==> config.mk <==
export PLATFORM = sky130hd
export DESIGN_NAME = instr_loader
export DESIGN_NICKNAME = d
export VERILOG_FILES = /design/src/rtl/loader_pkg.sv /design/src/rtl/word_assembler.sv /design/src/rtl/instr_loader.sv
export SDC_FILE = /design/constraint.sdc
export NUM_CORES = 1
export LEC_CHECK = 0
export ABC_CLOCK_PERIOD_IN_PS = 5140
export BUFFER_PORTS_ARGS = -buffer_cell sky130_fd_sc_hd__buf_2
export CELL_PAD_IN_SITES_DETAIL_PLACEMENT = 0
export CELL_PAD_IN_SITES_GLOBAL_PLACEMENT = 1
export CORE_ASPECT_RATIO = 0.8
export CORE_MARGIN = 5
export CORE_UTILIZATION = 30
export CTS_CLUSTER_DIAMETER = 200
export CTS_CLUSTER_SIZE = 30
export DETAILED_ROUTE_END_ITERATION = 12
export GPL_TIMING_DRIVEN = 0
export PLACE_DENSITY_LB_ADDON = 0.12
export RECOVER_POWER = 25
export SYNTH_ARGS = -nofsm -noshare
export SYNTH_HDL_FRONTEND = slang
export SYNTH_SLANG_ARGS = --single-unit
==> constraint.sdc <==
create_clock -name clk_i -period 5.14 [get_ports clk_i]
set_clock_uncertainty 0.1 [all_clocks]
set_input_delay 0.514 -clock clk_i [delete_from_list [all_inputs] [get_ports clk_i]]
set_output_delay 0.514 -clock clk_i [all_outputs]
set_load 0.005 [all_outputs]
==> src/rtl/loader_pkg.sv <==
// Shared types and constants for the byte-serial instruction loader.
// The CHK state is only entered when INSTR_LOADER_CHECKSUM_EN is defined.
package loader_pkg;

   typedef enum logic [2:0] {
      StIdle,
      StLen,
      StData,
      StChk,
      StDone,
      StErr
   } loader_state_t;

   localparam logic [7:0]  SYNC_BYTE = 8'hA5;
   localparam int unsigned NUM_LANES = 4;

endpackage

==> src/rtl/word_assembler.sv <==
// Merges bytes little-endian into a 32-bit word; flags the byte that completes a word.
module word_assembler
   import loader_pkg::*;
(
   input  logic        clk_i,
   input  logic        rst_ni,
   input  logic        clear_i,
   input  logic        byte_valid_i,
   input  logic [7:0]  byte_i,
   output logic [31:0] word_o,
   output logic        word_done_o
);

   logic [1:0]  idx_q, idx_d;
   logic [31:0] word_q, word_d;

   always_comb begin
      idx_d  = idx_q;
      word_d = word_q;
      if (clear_i) begin
         idx_d = '0;
      end else if (byte_valid_i) begin
         word_d[{idx_q, 3'b000} +: 8] = byte_i;
         idx_d = idx_q + 2'd1;
      end
   end

   always_ff @(posedge clk_i or negedge rst_ni) begin
      if (!rst_ni) begin
         idx_q  <= '0;
         word_q <= '0;
      end else begin
         idx_q  <= idx_d;
         word_q <= word_d;
      end
   end

   assign word_o      = word_q;
   assign word_done_o = byte_valid_i && (idx_q == 2'(NUM_LANES - 1));

endmodule

==> src/rtl/instr_loader.sv <==
// Framed byte-serial loader writing words into instruction memory.
// Define INSTR_LOADER_CHECKSUM_EN to require a trailing XOR checksum byte.
module instr_loader
   import loader_pkg::*;
#(
   parameter int unsigned DEPTH  = 32,
   parameter int unsigned ADDR_W = $clog2(DEPTH)
) (
   input  logic              clk_i,
   input  logic              rst_ni,
   input  logic [7:0]        rx_data_i,
   input  logic              rx_avail_i,
   output logic              rx_ack_o,
   output logic              wr_en_o,
   output logic [ADDR_W-1:0] wr_addr_o,
   output logic [31:0]       wr_data_o,
   output logic              cpu_hold_o,
   output logic              done_o,
   output logic              err_o,
   output logic [ADDR_W:0]   word_count_o
);

   localparam int unsigned CNT_W = ADDR_W + 1;

   loader_state_t     state_q, state_d;
   logic              rx_ack_q;
   logic              wr_en_q, wr_en_d;
   logic [ADDR_W-1:0] wr_addr_q, wr_addr_d;
   logic [CNT_W-1:0]  count_q, count_d;
   logic [CNT_W-1:0]  len_q, len_d;
   logic [CNT_W-1:0]  count_inc;
   logic              accept, is_sync, in_rest, asm_valid, asm_clear, word_done;
`ifdef INSTR_LOADER_CHECKSUM_EN
   logic [7:0]        chk_q, chk_d;
`endif

   // rx_avail is ignored during the ack cycle, so one byte per two cycles at most.
   assign accept    = rx_avail_i && !rx_ack_q;
   assign is_sync   = (rx_data_i == SYNC_BYTE);
   assign in_rest   = (state_q == StIdle) || (state_q == StDone) || (state_q == StErr);
   assign asm_valid = accept && (state_q == StData);
   assign asm_clear = accept && is_sync && in_rest;
   assign count_inc = count_q + CNT_W'(1);

   word_assembler u_word_assembler (
      .clk_i        (clk_i),
      .rst_ni       (rst_ni),
      .clear_i      (asm_clear),
      .byte_valid_i (asm_valid),
      .byte_i       (rx_data_i),
      .word_o       (wr_data_o),
      .word_done_o  (word_done)
   );

   always_comb begin
      state_d   = state_q;
      wr_en_d   = 1'b0;
      wr_addr_d = wr_addr_q;
      count_d   = count_q;
      len_d     = len_q;
`ifdef INSTR_LOADER_CHECKSUM_EN
      chk_d     = chk_q;
`endif
      if (accept) begin
         unique case (state_q)
            StIdle, StDone, StErr: begin
               if (is_sync) begin
                  state_d = StLen;
                  count_d = '0;
`ifdef INSTR_LOADER_CHECKSUM_EN
                  chk_d   = '0;
`endif
               end
            end
            StLen: begin
               if (rx_data_i == 8'd0 || 32'(rx_data_i) > DEPTH) begin
                  state_d = StErr;
               end else begin
                  len_d   = CNT_W'(rx_data_i);
                  state_d = StData;
               end
            end
            StData: begin
`ifdef INSTR_LOADER_CHECKSUM_EN
               chk_d = chk_q ^ rx_data_i;
`endif
               if (word_done) begin
                  wr_en_d   = 1'b1;
                  wr_addr_d = count_q[ADDR_W-1:0];
                  count_d   = count_inc;
                  if (count_inc == len_q) begin
`ifdef INSTR_LOADER_CHECKSUM_EN
                     state_d = StChk;
`else
                     state_d = StDone;
`endif
                  end
               end
            end
`ifdef INSTR_LOADER_CHECKSUM_EN
            StChk: state_d = (rx_data_i == chk_q) ? StDone : StErr;
`endif
            default: ;
         endcase
      end
   end

   always_ff @(posedge clk_i or negedge rst_ni) begin
      if (!rst_ni) begin
         state_q   <= StIdle;
         rx_ack_q  <= 1'b0;
         wr_en_q   <= 1'b0;
         wr_addr_q <= '0;
         count_q   <= '0;
         len_q     <= '0;
`ifdef INSTR_LOADER_CHECKSUM_EN
         chk_q     <= '0;
`endif
      end else begin
         state_q   <= state_d;
         rx_ack_q  <= accept;
         wr_en_q   <= wr_en_d;
         wr_addr_q <= wr_addr_d;
         count_q   <= count_d;
         len_q     <= len_d;
`ifdef INSTR_LOADER_CHECKSUM_EN
         chk_q     <= chk_d;
`endif
      end
   end

   assign rx_ack_o     = rx_ack_q;
   assign wr_en_o      = wr_en_q;
   assign wr_addr_o    = wr_addr_q;
   assign word_count_o = count_q;
   assign cpu_hold_o   = (state_q == StLen) || (state_q == StData) || (state_q == StChk);
   assign done_o       = (state_q == StDone);
   assign err_o        = (state_q == StErr);

endmodule

==> impl_results.md, run 1 <==
- Status: finished with violations
- Failing checks: max-capacitance violations, max-slew violations
- Netlist Area Pre-Place: 2560 sq um
- Final Cycle Share: about three fifths
- # resized after CTS: 0
- Slew @ Worst Pin: 3.06 ns
- Longest Clk Path Bufs: 2
- Synth cell count leaders: nand2_1 (90), dfrtp_1 (56), o21ai_0 (32)
- Maximum clock frequency: 332 MHz
- Vias in the first global route: between 2000 and 2500
- Overall routing resource usage: 13.5%
- Fillers: around 900
- Final setup margin: 2.13 ns
- Vias per std cell: around 4.6
- Detail Route Antenna Nets: 0
- CTS Buf Count: 5
- CP bufs+invs: 1
- Core Area: 8410 sq um
- Max-slew violations: 57
- Critical Path Start: rst_ni
- Final Routed Wirelength: 6.84 mm
- PwrDens: 401 nW/um^2
- Peak supply drop: 254 uV
- First-pass GRT wire length: 11.2 mm
- Kind of critical path: in -> async
- WL/cell: ~15 microns
- Hold Path Class: reg -> reg
- I/O Pins: slightly below 60
- Worst setup EP type: asynchronous set/reset pin
- Avg Inst Size Synth: 9.43 sq um
- Synth top area share: 54.7%
- Initial antenna violation count: 0
- Final hold violations: 0
- Cell Chain, Critical Path: clkbuf_1
- Fin crit period: 3.01 ns
- CP Data Arrival Time: 2.67 ns
- Count of cell types in the netlist: 35
- Die Wd: 113 microns
- Total congestion overflow: 0
- RD Place Congestion: 0.724
- CP required: 4.80 ns
- Max stage delay on crit path: 2.12 ns
- Synth area leaders: dfrtp_1 (55%), nand2_1 (13%), o21ai_0 (6.2%)
- Area used by multi-input combinational logic: 1090 sq um
- Antenna cells: 0
- Seq/Total Area, Yosys: roughly 55%
- TritonCTS clock tree: built
- Layout cells sized above 1: approximately a fifth
- Path depth of the worst reg2reg path: 7
- Final Setup Violations: 0
- Worst R2R End: u_word_assembler.word_o[2]
- Layout area overhead: 21.2%
- Clock transition at path regs: 0.10 ns
- Setup bufs post-CTS: 0
- Post-synth EDFFs: 0
- Port Buffers: 55
- Syn_nets: 289
- CP endpoint: len_q[2]
- Sequential cell area: between 1000 and 1500 sq um
- DR vias: 2057
- Yosys reg bits: 56
- Root buffer cell: clkbuf_8
- Most frequent cell after synthesis: nand2_1
- Final non-filler cell area: 3110 sq um
- CP Launch Type: primary input
- Clock latency on the worst-skew pair: 0.31 ns
- Post-synth ARST share: 100%
- Cell taking the most area after synthesis: dfrtp_1
- Reg2reg setup slack: 2.63 ns
- Hold_buf cts: 0
- LEAKAGE: 1.59 nW
- Placed wire-length estimate: 4.65 mm
- CP Depth: 1
- Cells after synthesis: 272
- RSZ-0062 raised after global routing: no
- Ys Warns: 0
- Placed cell area: about 3000 sq um
- R2R Path Start: state_q[1]
- Pin count of the biggest net entering global routing: 57
- Max-capacitance violation count: 1
- First-pass DRT Iterations: 4
- Slew Limit Headroom: -104%
- Slowest CP cell: clkbuf_1
- DR iter-0 viols: 133
- Die Footprint: 10500 sq um
- Total Neg Setup Slack: 0 ns
- Residual DRC count: 0
- Pre-CTS setup slack: 2.19 ns
- Initial Util: 30.5%
- Max H-tree Level: 2
- Nets: 351
- Critical path's top delay family: buffers and inverters
- Main flop type after synthesis: dfrtp_1
- Max FO, Critical Path: 56
- Die height: 92.7 microns
- # clock sinks: 56
- FP Rows: 30
-- power by group --
group          internal [mW]  total (mW)  switching (mW)  leakage, nW
clock network          0.192       0.343           0.151       0.0642
logic                  0.151       0.341           0.190        0.766
registers              0.509       0.562          0.0528        0.763
-- registers in the layout, indices dropped and copies added, names as in the netlist --
| name | count |
|---|---|
| state_q | 3 |
| u_word_assembler.word_o | 32 |
| wr_addr_o | 5 |
| u_word_assembler.idx_q | 2 |
| word_count_o | 6 |
| rx_ack_o | 1 |
| len_q | 6 |
| wr_en_o | 1 |
-- logic make-up after synthesis --
| group | count (synthesis) | share of synthesized area (%) |
|---|---|---|
| compound gates | 42 | 9.37 |
| xor+xnor | 10 | 3.42 |
| fa+ha+maj | 6 | 2.93 |
| buf+inv | 17 | 2.78 |
| flops | 56 | 54.7 |
| mux | 6 | 3.51 |
| simple gates | 135 | 23.3 |
-- stage by stage --
step                      hold slack [ns]  std cells  total power, mW  util [%]
after global routing                0.399        446             1.33      36.9
after floorplan                     0.118        272            0.791         -
after CTS                           0.377        446             1.26      37.0
after global placement              0.349        439            0.910      35.4
final                               0.370        446             1.25      36.9
after detailed placement            0.353        439            0.914      35.4
-- cells in the final DEF (no fill, tap or decap), types with 2 or more instances in the layout --
cell       instances
bufinv_16          2
nand3_1           11
nor2_1            10
ha_1               6
clkbuf_8           5
buf_1              3
and3_1             3
buf_2             54
xnor2_1            6
nor4_1             4
o21ai_0           32
clkbuf_1           9
or4_1              2
inv_1              4
dfrtp_1           56
o311ai_0           2
xor2_1             4
a21oi_1            2
nand2_1           90
mux2_4             6
nor3b_1            5
or3_1              2
-- worst min-delay path by stage --
stage	from	to	depth (start not counted)
after floorplan	rst_ni	len_q[0]	0
after global placement	u_word_assembler.word_o[28]	u_word_assembler.word_o[28]	2
after detailed placement	u_word_assembler.word_o[30]	u_word_assembler.word_o[30]	2
after CTS	u_word_assembler.word_o[30]	u_word_assembler.word_o[30]	2
after global routing	u_word_assembler.word_o[31]	u_word_assembler.word_o[31]	2
final	u_word_assembler.word_o[31]	u_word_assembler.word_o[31]	2
-- per-layer routing --
layer	routed length, microns	track usage (%)	up-vias
li1	-	-	1026
met4	98	3.80	0
met1	3570	19.8	975
met5	0	0	-
met3	328	2.94	10
met2	2840	20.0	46
-- final cells by class --
class / instances / share of cell area (%)
flip-flops and latches: 56 / 45.1
multi-input cells: 199 / 35.1
repair buffers: 55 / 8.82
well taps: 112 / 4.51
clock buffers: 5 / 2.22
clock inverters: 2 / 1.93
plain buffers: 12 / 1.69
inverters: 5 / 0.604
No activity file was read; power rests on OpenSTA's default activity.
==> run 2, diff against run 1 <==
Settings changed: ABC_CLOCK_PERIOD_IN_PS 5140 to 2800.
Clock period 5.14 ns to 2.8 ns, I/O delays scaled along.
==> impl_results.md, run 2 (same netlist as run 1, synthesis figures left out) <==
- Status: completed (was finished with violations)
- Max-slew violations: 0 (was 57)
- PwrDens: 739 nW/um^2 (was 401 nW/um^2)
- Detail Route Antenna Nets: 0 (unchanged)
- Sequential cell area: 1400 sq um (unchanged)
- Initial Util: 30.5% (unchanged)
- Final Routed Wirelength: 6.89 mm (was 6.84 mm)
- Worst setup EP type: flop (was asynchronous set/reset pin)
- Critical path's top delay family: simple AND/OR/NAND/NOR gates (was buffers and inverters)
- WHS Endpoint: u_word_assembler.word_o[1] (was u_word_assembler.word_o[31])
- Overall routing resource usage: 13.5% (unchanged)
- Hold Path Class: in -> reg (was reg -> reg)
- Flop pwr share: 45.1% (about the same)
- Max stage delay on crit path: 0.69 ns (was 2.12 ns)
- Clock latency on the worst-skew pair: 0.31 ns (about the same)
- CP Launch Type: flop (was primary input)
- CTS Buf Count: 5 (unchanged)
- CP required: 2.91 ns (was 4.80 ns)
- Initial antenna violation count: 0 (unchanged)
- Setup bufs post-CTS: 0 (unchanged)
- LEAKAGE: 1.53 nW (was 1.59 nW)
- Port Buffers: 55 (unchanged)
- Hold Crit Start: rx_data_i[1] (was u_word_assembler.word_o[31])
- Max H-tree Level: 2 (unchanged)
- # clock sinks: 56 (unchanged)
- Total Neg Setup Slack: 0 ns (unchanged)
- # resized after CTS: 0 (unchanged)
- Slew Limit Headroom: 30.2% (was -104%)
- Clock transition at path regs: 0.11 ns (was 0.10 ns)
- I/O Pins: 59 (unchanged)
- CP Data Arrival Time: 2.61 ns (was 2.67 ns)
- Reg2reg setup slack: 0.29 ns (was 2.63 ns)
- First-pass DRT Iterations: 4 (unchanged)
- DR vias: 2044 (was 2057)
- DR iter-0 viols: 112 (was 133)
- Layout area overhead: 20.9% (was 21.2%)
- Vias in the first global route: 2038 (unchanged)
- Root buffer cell: clkbuf_8 (unchanged)
- Slew @ Worst Pin: 1.04 ns (was 3.06 ns)
- Total congestion overflow: 0 (unchanged)
- Pre-CTS setup slack: 0.0846 ns (was 2.19 ns)
- Path depth of the worst reg2reg path: 7 (unchanged)
- Die Footprint: 10500 sq um (unchanged)
- Final Setup Violations: 0 (unchanged)
- Slowest CP cell: nor4_1 (was clkbuf_1)
- Vias per std cell: 4.57 (was 4.61)
- TritonCTS clock tree: built (unchanged)
- Max-capacitance violation count: 0 (was 1)
- Peak supply drop: 467 uV (was 254 uV)
- Switching power: 0.729 mW (was 0.394 mW)
- Area used by multi-input combinational logic: 1090 sq um (unchanged)
- Pin count of the biggest net entering global routing: 57 (unchanged)
- Gate power share: 27.3% (was 27.4%)
- Fillers: 900 (was 898)
- Fin crit period: 2.51 ns
- Cell Chain, Critical Path: clkbuf_1 > inv_1 > nor4_1 > nand2_1 > clkbuf_1 > nand2_1 > o21ai_0 (was clkbuf_1)
- Int Power: 1.56 mW (was 0.852 mW)
- Max FO, Critical Path: 10 (was 56)
- RD Place Congestion: 0.724 (unchanged)
- Die height: 92.7 microns (unchanged)
- FP Rows: 30 (unchanged)
- RSZ-0062 raised after global routing: no (unchanged)
- Max reg flops: 32 (unchanged)
- Final setup margin: 0.292 ns (was 2.13 ns)
- Kind of critical path: reg -> reg (was in -> async)
- Die Wd: 113 microns (unchanged)
- Nets: 352 (was 351)
- Residual DRC count: 0 (unchanged)
- Placed wire-length estimate: 4.65 mm (unchanged)
- CP bufs+invs: 3 (was 1)
- Maximum clock frequency: 399 MHz
- Antenna cells: 0 (unchanged)
- First-pass GRT wire length: 11.2 mm (unchanged)
- Worst R2R End: u_word_assembler.word_o[2] (unchanged)
- Core Area: 8410 sq um (unchanged)
- Layout cells sized above 1: 16.4% (was 21.0%)
- WHS: 0.175 ns (was 0.370 ns)
- Total power: 2.29 mW (was 1.25 mW)
- Switch share: 31.8% (was 31.6%)
- Longest Clk Path Bufs: 2 (unchanged)
- Most common cell after layout, fill and taps aside: nand2_1 (unchanged)
- WL/cell: 15.4 microns (was 15.3 microns)
- Final hold violations: 0 (unchanged)
- Clk network pwr share: 27.6% (was 27.5%)
- R2R Path Start: state_q[1] (unchanged)
- Hold path cells: 3 (was 2)
- Final Cycle Share: 89.6%
- Most frequent cells in the layout: nand2_1 (90), dfrtp_1 (56), buf_2 (38), o21ai_0 (32), clkbuf_1 (23) (was nand2_1 (90), dfrtp_1 (56), buf_2 (54), o21ai_0 (32), nand3_1 (11))
-- run 2: changes by cell type in the layout (fill, tap and decap cells not counted), sizes merged --
cell,before,now
buf,58,44
clkbuf,14,28
dlygate4sd3,0,1
-- run 2: worst max-delay path by stage --
stage          slack [ns]    startpoint  cells past startpoint                          end
3_3_place_gp         0.09  rx_data_i[3]                      7                     len_q[5]
4_1_cts              0.30    state_q[1]                      7   u_word_assembler.word_o[7]
2_1_floorplan        0.36  rx_data_i[3]                      6                     len_q[0]
6_report             0.29    state_q[1]                      7   u_word_assembler.word_o[2]
3_5_place_dp         0.08  rx_data_i[3]                      7                     len_q[4]
5_1_grt              0.02    state_q[1]                      7  u_word_assembler.word_o[20]
-- run 2: layout make-up --
type / count / share of cell area, %
buffer: 12 / 1.69
clock inverter: 2 / 1.94
timing repair buffer: 56 / 8.64
multi-input combinational: 199 / 35.2
sequential: 56 / 45.2
inverter: 5 / 0.605
clock buffer: 5 / 2.22
tap: 112 / 4.52
-- run 2: what timing repair did --
| item | 4_1_cts | 5_1_grt |
|---|---|---|
| setup endpoints to repair | 0 | 0 |
| hold buffers | 0 | 1 |
| hold endpoints to repair | 0 | 11 |
-- run 2: power groups by stage --
| stage | Combinational, mW | Sequential [mW] | Clock, mW |
|---|---|---|---|
| global placement | 0.625 | 1.05 | 0 |
| CTS | 0.634 | 1.03 | 0.647 |
| floorplan | 0.422 | 1.03 | 0 |
| finish | 0.625 | 1.03 | 0.632 |
| detailed placement | 0.630 | 1.05 | 0 |
| global route | 0.714 | 1.05 | 0.674 |
-- run 2: stage by stage --
step           util [%]  area (sq um)  cells
2_1_floorplan         -          2560    272
3_3_place_gp       35.4          2980    439
5_1_grt            36.9          3100    447
6_report           36.9          3100    447
4_1_cts            37.0          3110    446
3_5_place_dp       35.4          2980    439
-- run 2: layer usage --
| layer | wire, microns | GRT usage, % |
|---|---|---|
| met4 | 98 | 3.80 |
| met3 | 329 | 2.94 |
| met5 | 0 | 0 |
| met2 | 2810 | 20.0 |
| met1 | 3660 | 19.8 |
-- run 2: worst register-to-register path: stages, from the launching register on --
cell and delay, ns:
dfrtp_1 0.33, clkbuf_1 0.30, inv_1 0.16, nor4_1 0.69, nand2_1 0.33, clkbuf_1 0.30
nand2_1 0.12, o21ai_0 0.07
